$ cat src/rtl/timer_cpu_pkg.sv
// ============================================================================
// Module      : timer_cpu_pkg
// Description : Shared constants for the timer/compare bus peripheral:
//               register indices, CTRL/STATUS bit positions and the
//               peripheral's entry in the CPU address map.
// Revision    : 1.0 - initial release
// ============================================================================
`default_nettype none

package timer_cpu_pkg;

  // Peripheral identifiers on the CPU data bus; the timer's own entry.
  typedef enum logic [1:0] {
    PERIPH_IO    = 2'd0,
    PERIPH_UART  = 2'd1,
    PERIPH_TIMER = 2'd2
  } timer_e;

  // Byte address range claimed by the timer in the CPU address map.
  localparam logic [15:0] TIMER_ADDR_LO = 16'h0000;
  localparam logic [15:0] TIMER_ADDR_HI = 16'h001F;

  // Register indices (byte address = base + index * stride).
  localparam logic [2:0] CTRL_IDX     = 3'd0;
  localparam logic [2:0] PRESCALE_IDX = 3'd1;
  localparam logic [2:0] COMPARE_IDX  = 3'd2;
  localparam logic [2:0] COUNT_IDX    = 3'd3;
  localparam logic [2:0] STATUS_IDX   = 3'd4;
  localparam logic [2:0] CAPTURE_IDX  = 3'd5;

  // Number of decoded indices with and without the capture register.
  localparam int unsigned NUM_REGS_BASE = 5;
  localparam int unsigned NUM_REGS_CAP  = 6;

  // CTRL bit positions.
  localparam int unsigned CTRL_EN_BIT  = 0;
  localparam int unsigned CTRL_AR_BIT  = 1;
  localparam int unsigned CTRL_IRQ_BIT = 2;

  // STATUS bit positions.
  localparam int unsigned STATUS_MATCH_BIT = 0;
  localparam int unsigned STATUS_CAP_BIT   = 1;

  // Assemble the CTRL read value; undefined bits read as zero.
  function automatic logic [31:0] ctrl_word(input logic en, input logic ar,
                                            input logic irq_en);
    logic [31:0] w;
    w               = '0;
    w[CTRL_EN_BIT]  = en;
    w[CTRL_AR_BIT]  = ar;
    w[CTRL_IRQ_BIT] = irq_en;
    return w;
  endfunction

endpackage

`default_nettype wire

$ cat src/rtl/timer_cpu_prescaler.sv
// ============================================================================
// Module      : timer_prescaler
// Description : Divides the clock into single-cycle ticks. The internal
//               counter runs 0..prescale_i while enabled and pulses tick_o
//               on the terminal value; clr_i restarts it from zero.
// Revision    : 1.0 - initial release
// ============================================================================
`default_nettype none

module timer_prescaler #(
  parameter int unsigned PrescaleWidth = 16
) (
  input  logic                     clk_i,
  input  logic                     reset_n_i,
  input  logic                     en_i,
  input  logic                     clr_i,
  input  logic [PrescaleWidth-1:0] prescale_i,
  output logic                     tick_o
);

  logic [PrescaleWidth-1:0] pcnt_q, pcnt_d;

  assign tick_o = en_i && (pcnt_q == prescale_i);

  // Next count: restart on disable, explicit clear or terminal value.
  always_comb begin
    pcnt_d = pcnt_q + PrescaleWidth'(1);
    if (!en_i || clr_i || tick_o) begin
      pcnt_d = '0;
    end
  end

  // Prescaler counter register.
  always_ff @(posedge clk_i or negedge reset_n_i) begin
    if (!reset_n_i) begin
      pcnt_q <= '0;
    end else begin
      pcnt_q <= pcnt_d;
    end
  end

endmodule

`default_nettype wire

$ cat src/rtl/timer_cpu.sv
// ============================================================================
// Module      : timer_cpu
// Description : Memory-mapped timer/compare peripheral on the CPU data bus.
//               CTRL/PRESCALE/COMPARE/COUNT/STATUS registers, registered
//               read data, registered level interrupt.
//               Optional macro TIMER_CPU_CAPTURE_EN adds capture_i, a
//               CAPTURE register (index 5) and STATUS[1] CAP.
// Revision    : 1.0 - initial release
// ============================================================================
`default_nettype none

module timer_cpu
  import timer_cpu_pkg::*;
#(
  parameter int unsigned BaseAddress     = 0,
  parameter int unsigned address_width   = 16,
  parameter int unsigned data_width      = 32,
  parameter int unsigned Address_Wording = 4,
  parameter int unsigned PrescaleWidth   = 16
) (
  input  logic                     clk_i,
  input  logic                     reset_n_i,
  input  logic [address_width-1:0] address_i,
  input  logic [data_width-1:0]    data_i,
  input  logic                     rd_wr_i,
`ifdef TIMER_CPU_CAPTURE_EN
  input  logic                     capture_i,
`endif
  output logic [data_width-1:0]    data_o,
  output logic                     irq_o
);

`ifdef TIMER_CPU_CAPTURE_EN
  localparam int unsigned NUM_REGS = NUM_REGS_CAP;
`else
  localparam int unsigned NUM_REGS = NUM_REGS_BASE;
`endif

  localparam logic [address_width-1:0] ADDR_BASE   = address_width'(BaseAddress);
  localparam logic [address_width-1:0] ADDR_STRIDE = address_width'(Address_Wording);
  localparam logic [address_width-1:0] ADDR_NREGS  = address_width'(NUM_REGS);

  // Address decode: aligned offsets above the base that land on a register.
  logic [address_width-1:0] offset, quot, rem;
  logic                     hit;
  logic [2:0]               idx;

  assign offset = address_i - ADDR_BASE;
  assign quot   = offset / ADDR_STRIDE;
  assign rem    = offset % ADDR_STRIDE;
  assign hit    = (address_i >= ADDR_BASE) && (rem == '0) && (quot < ADDR_NREGS);
  assign idx    = quot[2:0];

  logic [31:0] wdata;
  logic        wr_ctrl, wr_prescale, wr_compare, wr_count, wr_status;

  assign wdata       = 32'(data_i);
  assign wr_ctrl     = rd_wr_i && hit && (idx == CTRL_IDX);
  assign wr_prescale = rd_wr_i && hit && (idx == PRESCALE_IDX);
  assign wr_compare  = rd_wr_i && hit && (idx == COMPARE_IDX);
  assign wr_count    = rd_wr_i && hit && (idx == COUNT_IDX);
  assign wr_status   = rd_wr_i && hit && (idx == STATUS_IDX);

  // Architectural state.
  logic                     en_q, en_d;
  logic                     ar_q, ar_d;
  logic                     irq_en_q, irq_en_d;
  logic [PrescaleWidth-1:0] prescale_q, prescale_d;
  logic [31:0]              compare_q, compare_d;
  logic [31:0]              count_q, count_d;
  logic                     match_q, match_d;
  logic [data_width-1:0]    data_q, data_d;
  logic                     irq_q, irq_d;
  logic                     tick;
  logic                     match_hit;
  logic                     cap_flag;
  logic [31:0]              rdata;

  // Any write that restarts the count also restarts the prescale period.
  timer_prescaler #(
    .PrescaleWidth(PrescaleWidth)
  ) u_prescaler (
    .clk_i      (clk_i),
    .reset_n_i  (reset_n_i),
    .en_i       (en_q),
    .clr_i      (wr_prescale | wr_count),
    .prescale_i (prescale_q),
    .tick_o     (tick)
  );

`ifdef TIMER_CPU_CAPTURE_EN
  logic [2:0]  cap_sync_q;
  logic [31:0] capture_q, capture_d;
  logic        cap_q, cap_d;
  logic        cap_edge;

  assign cap_edge = cap_sync_q[1] & ~cap_sync_q[2];
  assign cap_flag = cap_q;

  // Two-flop synchroniser plus one delay stage for rising-edge detection.
  always_ff @(posedge clk_i or negedge reset_n_i) begin
    if (!reset_n_i) begin
      cap_sync_q <= '0;
    end else begin
      cap_sync_q <= {cap_sync_q[1:0], capture_i};
    end
  end

  // Capture latches the pre-write COUNT; a new edge beats a W1C.
  always_comb begin
    capture_d = capture_q;
    cap_d     = cap_q;
    if (wr_status && wdata[STATUS_CAP_BIT]) cap_d = 1'b0;
    if (cap_edge) begin
      capture_d = count_q;
      cap_d     = 1'b1;
    end
  end

  // Capture register and CAP flag.
  always_ff @(posedge clk_i or negedge reset_n_i) begin
    if (!reset_n_i) begin
      capture_q <= '0;
      cap_q     <= 1'b0;
    end else begin
      capture_q <= capture_d;
      cap_q     <= cap_d;
    end
  end
`else
  assign cap_flag = 1'b0;
`endif

  // Read mux over current register values; misses return zero.
  always_comb begin
    rdata = '0;
    if (hit) begin
      case (idx)
        CTRL_IDX:     rdata = ctrl_word(en_q, ar_q, irq_en_q);
        PRESCALE_IDX: rdata = 32'(prescale_q);
        COMPARE_IDX:  rdata = compare_q;
        COUNT_IDX:    rdata = count_q;
        STATUS_IDX:   rdata = {30'd0, cap_flag, match_q};
`ifdef TIMER_CPU_CAPTURE_EN
        CAPTURE_IDX:  rdata = capture_q;
`endif
        default:      rdata = '0;
      endcase
    end
  end

  // Next-state: tick handling first, then bus writes so writes win.
  always_comb begin
    en_d       = en_q;
    ar_d       = ar_q;
    irq_en_d   = irq_en_q;
    prescale_d = prescale_q;
    compare_d  = compare_q;
    count_d    = count_q;
    match_d    = match_q;
    match_hit  = 1'b0;

    // A COUNT write in a tick cycle suppresses both increment and match.
    if (tick && !wr_count) begin
      if (count_q == compare_q) begin
        match_hit = 1'b1;
        if (ar_q) count_d = '0;
        else      en_d    = 1'b0;
      end else begin
        count_d = count_q + 32'd1;
      end
    end

    if (wr_status && wdata[STATUS_MATCH_BIT]) match_d = 1'b0;
    if (match_hit) match_d = 1'b1;

    if (wr_ctrl) begin
      en_d     = wdata[CTRL_EN_BIT];
      ar_d     = wdata[CTRL_AR_BIT];
      irq_en_d = wdata[CTRL_IRQ_BIT];
    end
    if (wr_prescale) prescale_d = wdata[PrescaleWidth-1:0];
    if (wr_compare)  compare_d  = wdata;
    if (wr_count)    count_d    = wdata;

    data_d = (hit && !rd_wr_i) ? data_width'(rdata) : '0;
    irq_d  = (match_q | cap_flag) & irq_en_q;
  end

  // Register bank, read data and interrupt output.
  always_ff @(posedge clk_i or negedge reset_n_i) begin
    if (!reset_n_i) begin
      en_q       <= 1'b0;
      ar_q       <= 1'b0;
      irq_en_q   <= 1'b0;
      prescale_q <= '0;
      compare_q  <= '0;
      count_q    <= '0;
      match_q    <= 1'b0;
      data_q     <= '0;
      irq_q      <= 1'b0;
    end else begin
      en_q       <= en_d;
      ar_q       <= ar_d;
      irq_en_q   <= irq_en_d;
      prescale_q <= prescale_d;
      compare_q  <= compare_d;
      count_q    <= count_d;
      match_q    <= match_d;
      data_q     <= data_d;
      irq_q      <= irq_d;
    end
  end

  assign data_o = data_q;
  assign irq_o  = irq_q;

endmodule

`default_nettype wire
$ cat config.mk
export PLATFORM = sky130hd
export DESIGN_NAME = timer_cpu
export DESIGN_NICKNAME = d
export VERILOG_FILES = /design/src/rtl/timer_cpu_pkg.sv /design/src/rtl/timer_cpu_prescaler.sv /design/src/rtl/timer_cpu.sv
export SDC_FILE = /design/constraint.sdc
export NUM_CORES = 1
export LEC_CHECK = 0
export CELL_PAD_IN_SITES_DETAIL_PLACEMENT = 1
export CELL_PAD_IN_SITES_GLOBAL_PLACEMENT = 2
export CORE_ASPECT_RATIO = 1.25
export CORE_UTILIZATION = 35
export DETAILED_ROUTE_END_ITERATION = 16
export GPL_ROUTABILITY_DRIVEN = 0
export PLACE_DENSITY = 0.84
export SKIP_LAST_GASP = 1
export SLEW_MARGIN = 10
export SYNTH_ARGS = -nofsm -noshare
export SYNTH_HDL_FRONTEND = slang
export SYNTH_SLANG_ARGS = --single-unit
$ cat constraint.sdc
create_clock -name clk_i -period 3.36 [get_ports clk_i]
set_clock_uncertainty 0.15 [all_clocks]
set_input_delay 0.504 -clock clk_i [delete_from_list [all_inputs] [get_ports clk_i]]
set_output_delay 0.504 -clock clk_i [all_outputs]
set_load 0.05 [all_outputs]
Word level (Yosys, flattened, before mapping)
Index checks and enable logic that the tools add are counted.
{ "classes": {"add_sub_neg": 2, "order_cmp": 2, "n_eq_ne": 8, "muxes": 16, "n_bitwise": 2, "reduce_logical": 25} }
{ "op_table": {"columns": ["operator", "count"], "rows": [
  ["32-bit 2-to-1 mux", 6],
  ["32-bit case mux with 5 select lines", 1],
  ["32-bit by 1-bit adder with 32-bit output, second input constant", 1],
  ["32-bit equality test", 1],
  ["16-bit by 1-bit adder with 16-bit output, second input constant", 1],
  ["16-bit equality test", 1],
  ["16-bit by 1-bit greater-or-equal comparator with 1-bit output, second input constant", 1],
  ["16-bit logical NOT", 1],
  ["16-bit 2-to-1 mux", 1],
  ["14-bit by 3-bit less-than comparator with 1-bit output, second input constant", 1],
  ["1-bit logical AND", 12],
  ["1-bit 2-to-1 mux", 8],
  ["2-bit nonzero test", 4],
  ["3-bit by 2-bit equality test with 1-bit output, second input constant", 2],
  ["3-bit by 1-bit equality test with 1-bit output, second input constant", 1],
  ["3-bit equality test, second input constant", 1],
  ["1-bit logical NOT", 3],
  ["3-bit logical NOT", 1],
  ["3-bit inequality test, second input constant", 1],
  ["3-bit AND reduction", 1],
  ["1-bit logical OR", 2],
  ["2-bit inequality test, second input constant", 1],
  ["2-bit AND reduction", 1],
  ["1-bit AND", 1],
  ["1-bit bitwise OR", 1]
]} }
{ "word_totals": {"register_bits": 133, "in_bits": 51, "out_inout_bits": 33} }

Logic depth before layout (Yosys ltp)
{ "depth": {"word_depth": 9, "depth_mapped": 11, "mapped_depth_nobuf": 8} }

Cells and area by module
Synthesis repeated with hierarchy kept, for this count alone.
{ "hier_totals": {"cells_unflattened": 711, "hier_area_um2": 7136.8} }
{ "modules_own_cells": {"columns": ["module", "instances", "cells_each", "area_per_inst_um2"], "rows": [
  ["timer_cpu", 1, 612, 6195.9],
  ["timer_prescaler", 1, 99, 940.9]
]} }

Worst setup path before layout
No wires, ideal clock.
{ "synth_path": {"kind": "input port to flip-flop", "startpoint": "input address_i[1]", "endpoint": "register count_q[30]", "arrival_ns": 2.080, "t_required_ns": 3.081, "slack_ns": 1.001, "cell_stages": 9, "path_buffers": 2, "path_cell_list": "nor4_1 nand4_1 or2_2 buf_2 o21ai_0 clkbuf_1 a21oi_1 o21ai_0 o21ai_0"} }
{ "synth_between": {"elab_chain_cells": 9, "elab_cells_between_ends": 12} }
{ "synth_rtl": {"columns": ["item", "line_no", "rtl"], "rows": [
  ["from (decl)", "timer_cpu.sv:23", "input logic [address_width-1:0] address_i,"],
  ["16-bit by 1-bit greater-or-equal comparator with 1-bit output or 16-bit logical NOT (tied branches)", "timer_cpu.sv:51", "assign hit = (address_i >= ADDR_BASE) && (rem == '0) && (quot < ADDR_NREGS);"],
  ["1-bit logical AND * (2 in series)", "timer_cpu.sv:51", null],
  ["1-bit logical AND * (2 in series)", "timer_cpu.sv:61", "assign wr_count = rd_wr_i && hit && (idx == COUNT_IDX);"],
  ["1-bit logical NOT", "timer_cpu.sv:164", "if (tick && !wr_count) begin"],
  ["1-bit logical AND", "timer_cpu.sv:164", null],
  ["2-bit nonzero test (no source line)", null, null],
  ["2-bit AND reduction (no source line)", null, null],
  ["to (signal assigned)", "timer_cpu.sv:208", "count_q <= count_d;"],
  ["to (decl)", "timer_cpu.sv:70", "logic [31:0] count_q, count_d;"]
]} }
Every way passes the cells marked *; elsewhere a longest branch is shown, timed or not.
A chain may end at the register's enable or synchronous reset.

Worst setup path in the final report
{ "layout_path": {"startpoint": "register count_q[28]", "endpoint": "register count_q[10]"} }
{ "layout_between": {"elab_chain_cells": 4, "elab_cells_between_ends": 6} }
{ "layout_rtl": {"columns": ["item", "line_no", "rtl"], "rows": [
  ["32-bit equality test *", "timer_cpu.sv:165", "if (count_q == compare_q) begin"],
  ["32-bit 2-to-1 mux", "timer_cpu.sv:165", null],
  ["32-bit 2-to-1 mux", "timer_cpu.sv:164", null],
  ["32-bit 2-to-1 mux", "timer_cpu.sv:184", "if (wr_count) count_d = wdata;"]
]} }
Every way passes the cells marked *; elsewhere a longest branch is shown, timed or not. The select of a mux whose other input is x is not followed.

==> results.cfg <==
[global_route]
antenna_found_initial = 0
grt_pass1_vias = 6407
grt_pass1_wl_um = 36160
grt_max_degree = 75
grt_remaining_overflow = 0
track_usage = 0.2305

[timing]
period_share = 0.9049
whs_ns = 0.3848
final.setup.tns_ns = 0
slew_viol_final = 0
worstMarginPinSlew_ns = 1.020
fmax_mhz = 328.9
fin_crit_ns = 3.040
worst_slew_margin_rel = 0.3188
finalHoldViolations = 0
rsz0062_at_grt = false
setup_viol = 0

[routing]
drt_wl_total_um = 22300
antenna_left = 0
dr.pass1.iters = 5
drc = 0
vias_per_cell = 5.636
vias = 5980
avgRoutedWirePerCell_um = 21.02
drt_iter0_drc = 324

[worst_setup_path]
end_kind = register
start_kind = register
startpoint = count_q[28]
required_ns = 3.51
critPathMaxFanout = 18
path_class = register to register
worstPathArrival_ns = 3.19
regToRegStartpoint = count_q[28]

[synthesis]
syn_avg_cell_area_um2 = 9.997
synth-seq-area-share = 0.4709
netlist_instances = 707
yosys.area.top_type_share = 0.4709
synthesis.nets = 760
synth_top_family_by_area = simple AND/OR/NAND/NOR gates
synth_largest_area_cell = dfrtp_1
synth_edf_count = 0
ys_types = 54
synth_flop_cell = dfrtp_1
netlist_top_cells_area = dfrtp_1 (47%), mux2_2 (9.9%), xor2_1 (5.8%)
async_reset_ff_frac = 1.000
netlist_area_mm2 = 0.007068
synthTopCellsByCount = dfrtp_1 (133), nor2_1 (84), mux2_2 (62), xor2_1 (47), o21ai_0 (41)
synthSimpleGateAreaFrac = 0.1660
yosysMostFrequentCell = dfrtp_1
synth_compound_area_frac = 0.1370
ys_seq_elements = 133
synthXorXnorAreaFrac = 0.07559
synthMuxAreaShare = 0.1062
synth_fa_ha_area_frac = 0.003540
yosysWarnings = 0

[layout]
nets = 836
layout-drive-gt1-share = 0.1683
diodes = 0
syn2layout_area_growth_pct = 24.68
fillCellCount = 2140
utilization = 0.4493

[power_and_ir_drop]
ir_drop_mv = 0.3634
leakage_nw = 3.766
p_per_area_mw_per_mm2 = 418.9

[place]
port_buffers = 83
dp.final_hpwl_um = 16380

[die]
start_util = 0.3604
die_h_um = 160.9
rows = 57
die-width_um = 129.1
dieArea_mm2 = 0.02077
io_pins = 84
core_mm2 = 0.01961

[clock_network]
cts_sinks = 133
clkTransAtPathRegs_ns = 0.06
htreeDepth = 4
post-cts-setup-buffers = 0
clock_latency_ns = 0.43
clock-root-buffer = clkbuf_16
cts_buffer_depth = 2
cts_inserted_buffers = 17
cts_tree = done

[worst_hold_path]
hp-start = irq_en_q
hold_class = register to register

[run_status]
outcome = completed

[run]
maxCapViolCount = 0
## stage by stage
| step | area (um^2) | power, mW | std cells | worst slack, ns |
|---|---|---|---|---|
| 2_1_floorplan | 7068 | 1.660 | 707 | 1.001 |
| 3_3_place_gp | 8197 | 1.783 | 1028 | 0.4443 |
| 3_5_place_dp | 8197 | 1.786 | 1028 | 0.2863 |
| 4_1_cts | 8812 | 3.730 | 1061 | 0.3526 |
| 5_1_grt | 8812 | 3.815 | 1061 | 0.07822 |
| 6_report | 8812 | 3.692 | 1061 | 0.3196 |
## cells in the final DEF (no fill, tap or decap), drive strengths merged, types with 14 or more instances in the layout
master	instances
nand3	21
nand2	25
a22oi	33
nor4	27
xor2	47
o21ai	51
buf	25
mux2	62
clkbuf	17
clkdlybuf4s50	82
nor2	84
nand4	15
dfrtp	133
a21oi	37
xnor2	14
## registers in the layout, indices dropped and copies added (netlist names)
register and cells:
data_o 32, irq_o 1, prescale_q 16, match_q 1, compare_q 32, irq_en_q 1
u_prescaler.pcnt_q 16, count_q 32, ar_q 1, en_q 1
## cells by family (layout without fill, tap and decap cells)
kind of cell	count (synthesis)	count (layout)
and+or+nand+nor	228	228
AOI/OAI and AO/OA	155	155
DFF	133	133
muxes	66	66
buffers and inverters	62	151
xor gates and xnor gates	61	61
adders and majority gates	2	2
## final timing paths
kind,to,slack (ns),depth (start not counted)
setup / recovery,count_q[10],0.32,9
hold / removal,irq_o,0.38,1
setup reg to reg,count_q[10],0.32,9
hold reg to reg,irq_o,0.38,1
max in group asynchronous,u_prescaler.pcnt_q[4],1.73,3
min in group asynchronous,data_o[16],0.52,2
## repair_timing
item                       4_1_cts  5_1_grt
gates resized for setup          0        0
hold buffers                     1        0
hold endpoints to repair        46        0
setup endpoints to repair        0        0
## worst max-delay path, stage by stage (launching register included)
cell	delay, ns
dfrtp_1	0.48
xor2_1	0.25
nor4_1	0.46
buf_4	0.20
nand4_1	0.20
o21ai_2	0.62
buf_12	0.23
nor2_1	0.05
o21ai_0	0.15
o21ai_0	0.11
## report_power, final
part           internal [mW]  switching [mW]
sequential              1.60        0.000420
combinational         0.0694          0.0822
clock                   1.17           0.768
total                   2.84           0.850
## layer usage
| metal | track usage | routed length [um] |
|---|---|---|
| met2 | 0.3964 | 11540 |
| met5 | 0 | 0 |
| met4 | 0.1021 | 661 |
| met3 | 0.04131 | 735 |
| met1 | 0.2781 | 9368 |
## area by class of cell
| type | count | area (um^2) | area share |
|---|---|---|---|
| multi-input combinational | 512 | 3458 | 0.3924 |
| timing repair buffer | 108 | 1047 | 0.1188 |
| sequential | 133 | 3328 | 0.3777 |
| clock inverter | 15 | 180.2 | 0.02045 |
| inverter | 11 | 41.29 | 0.004686 |
| tap | 265 | 331.6 | 0.03763 |
| clock buffer | 17 | 425.4 | 0.04827 |
Note: power is estimated with default switching activity, not from simulation.
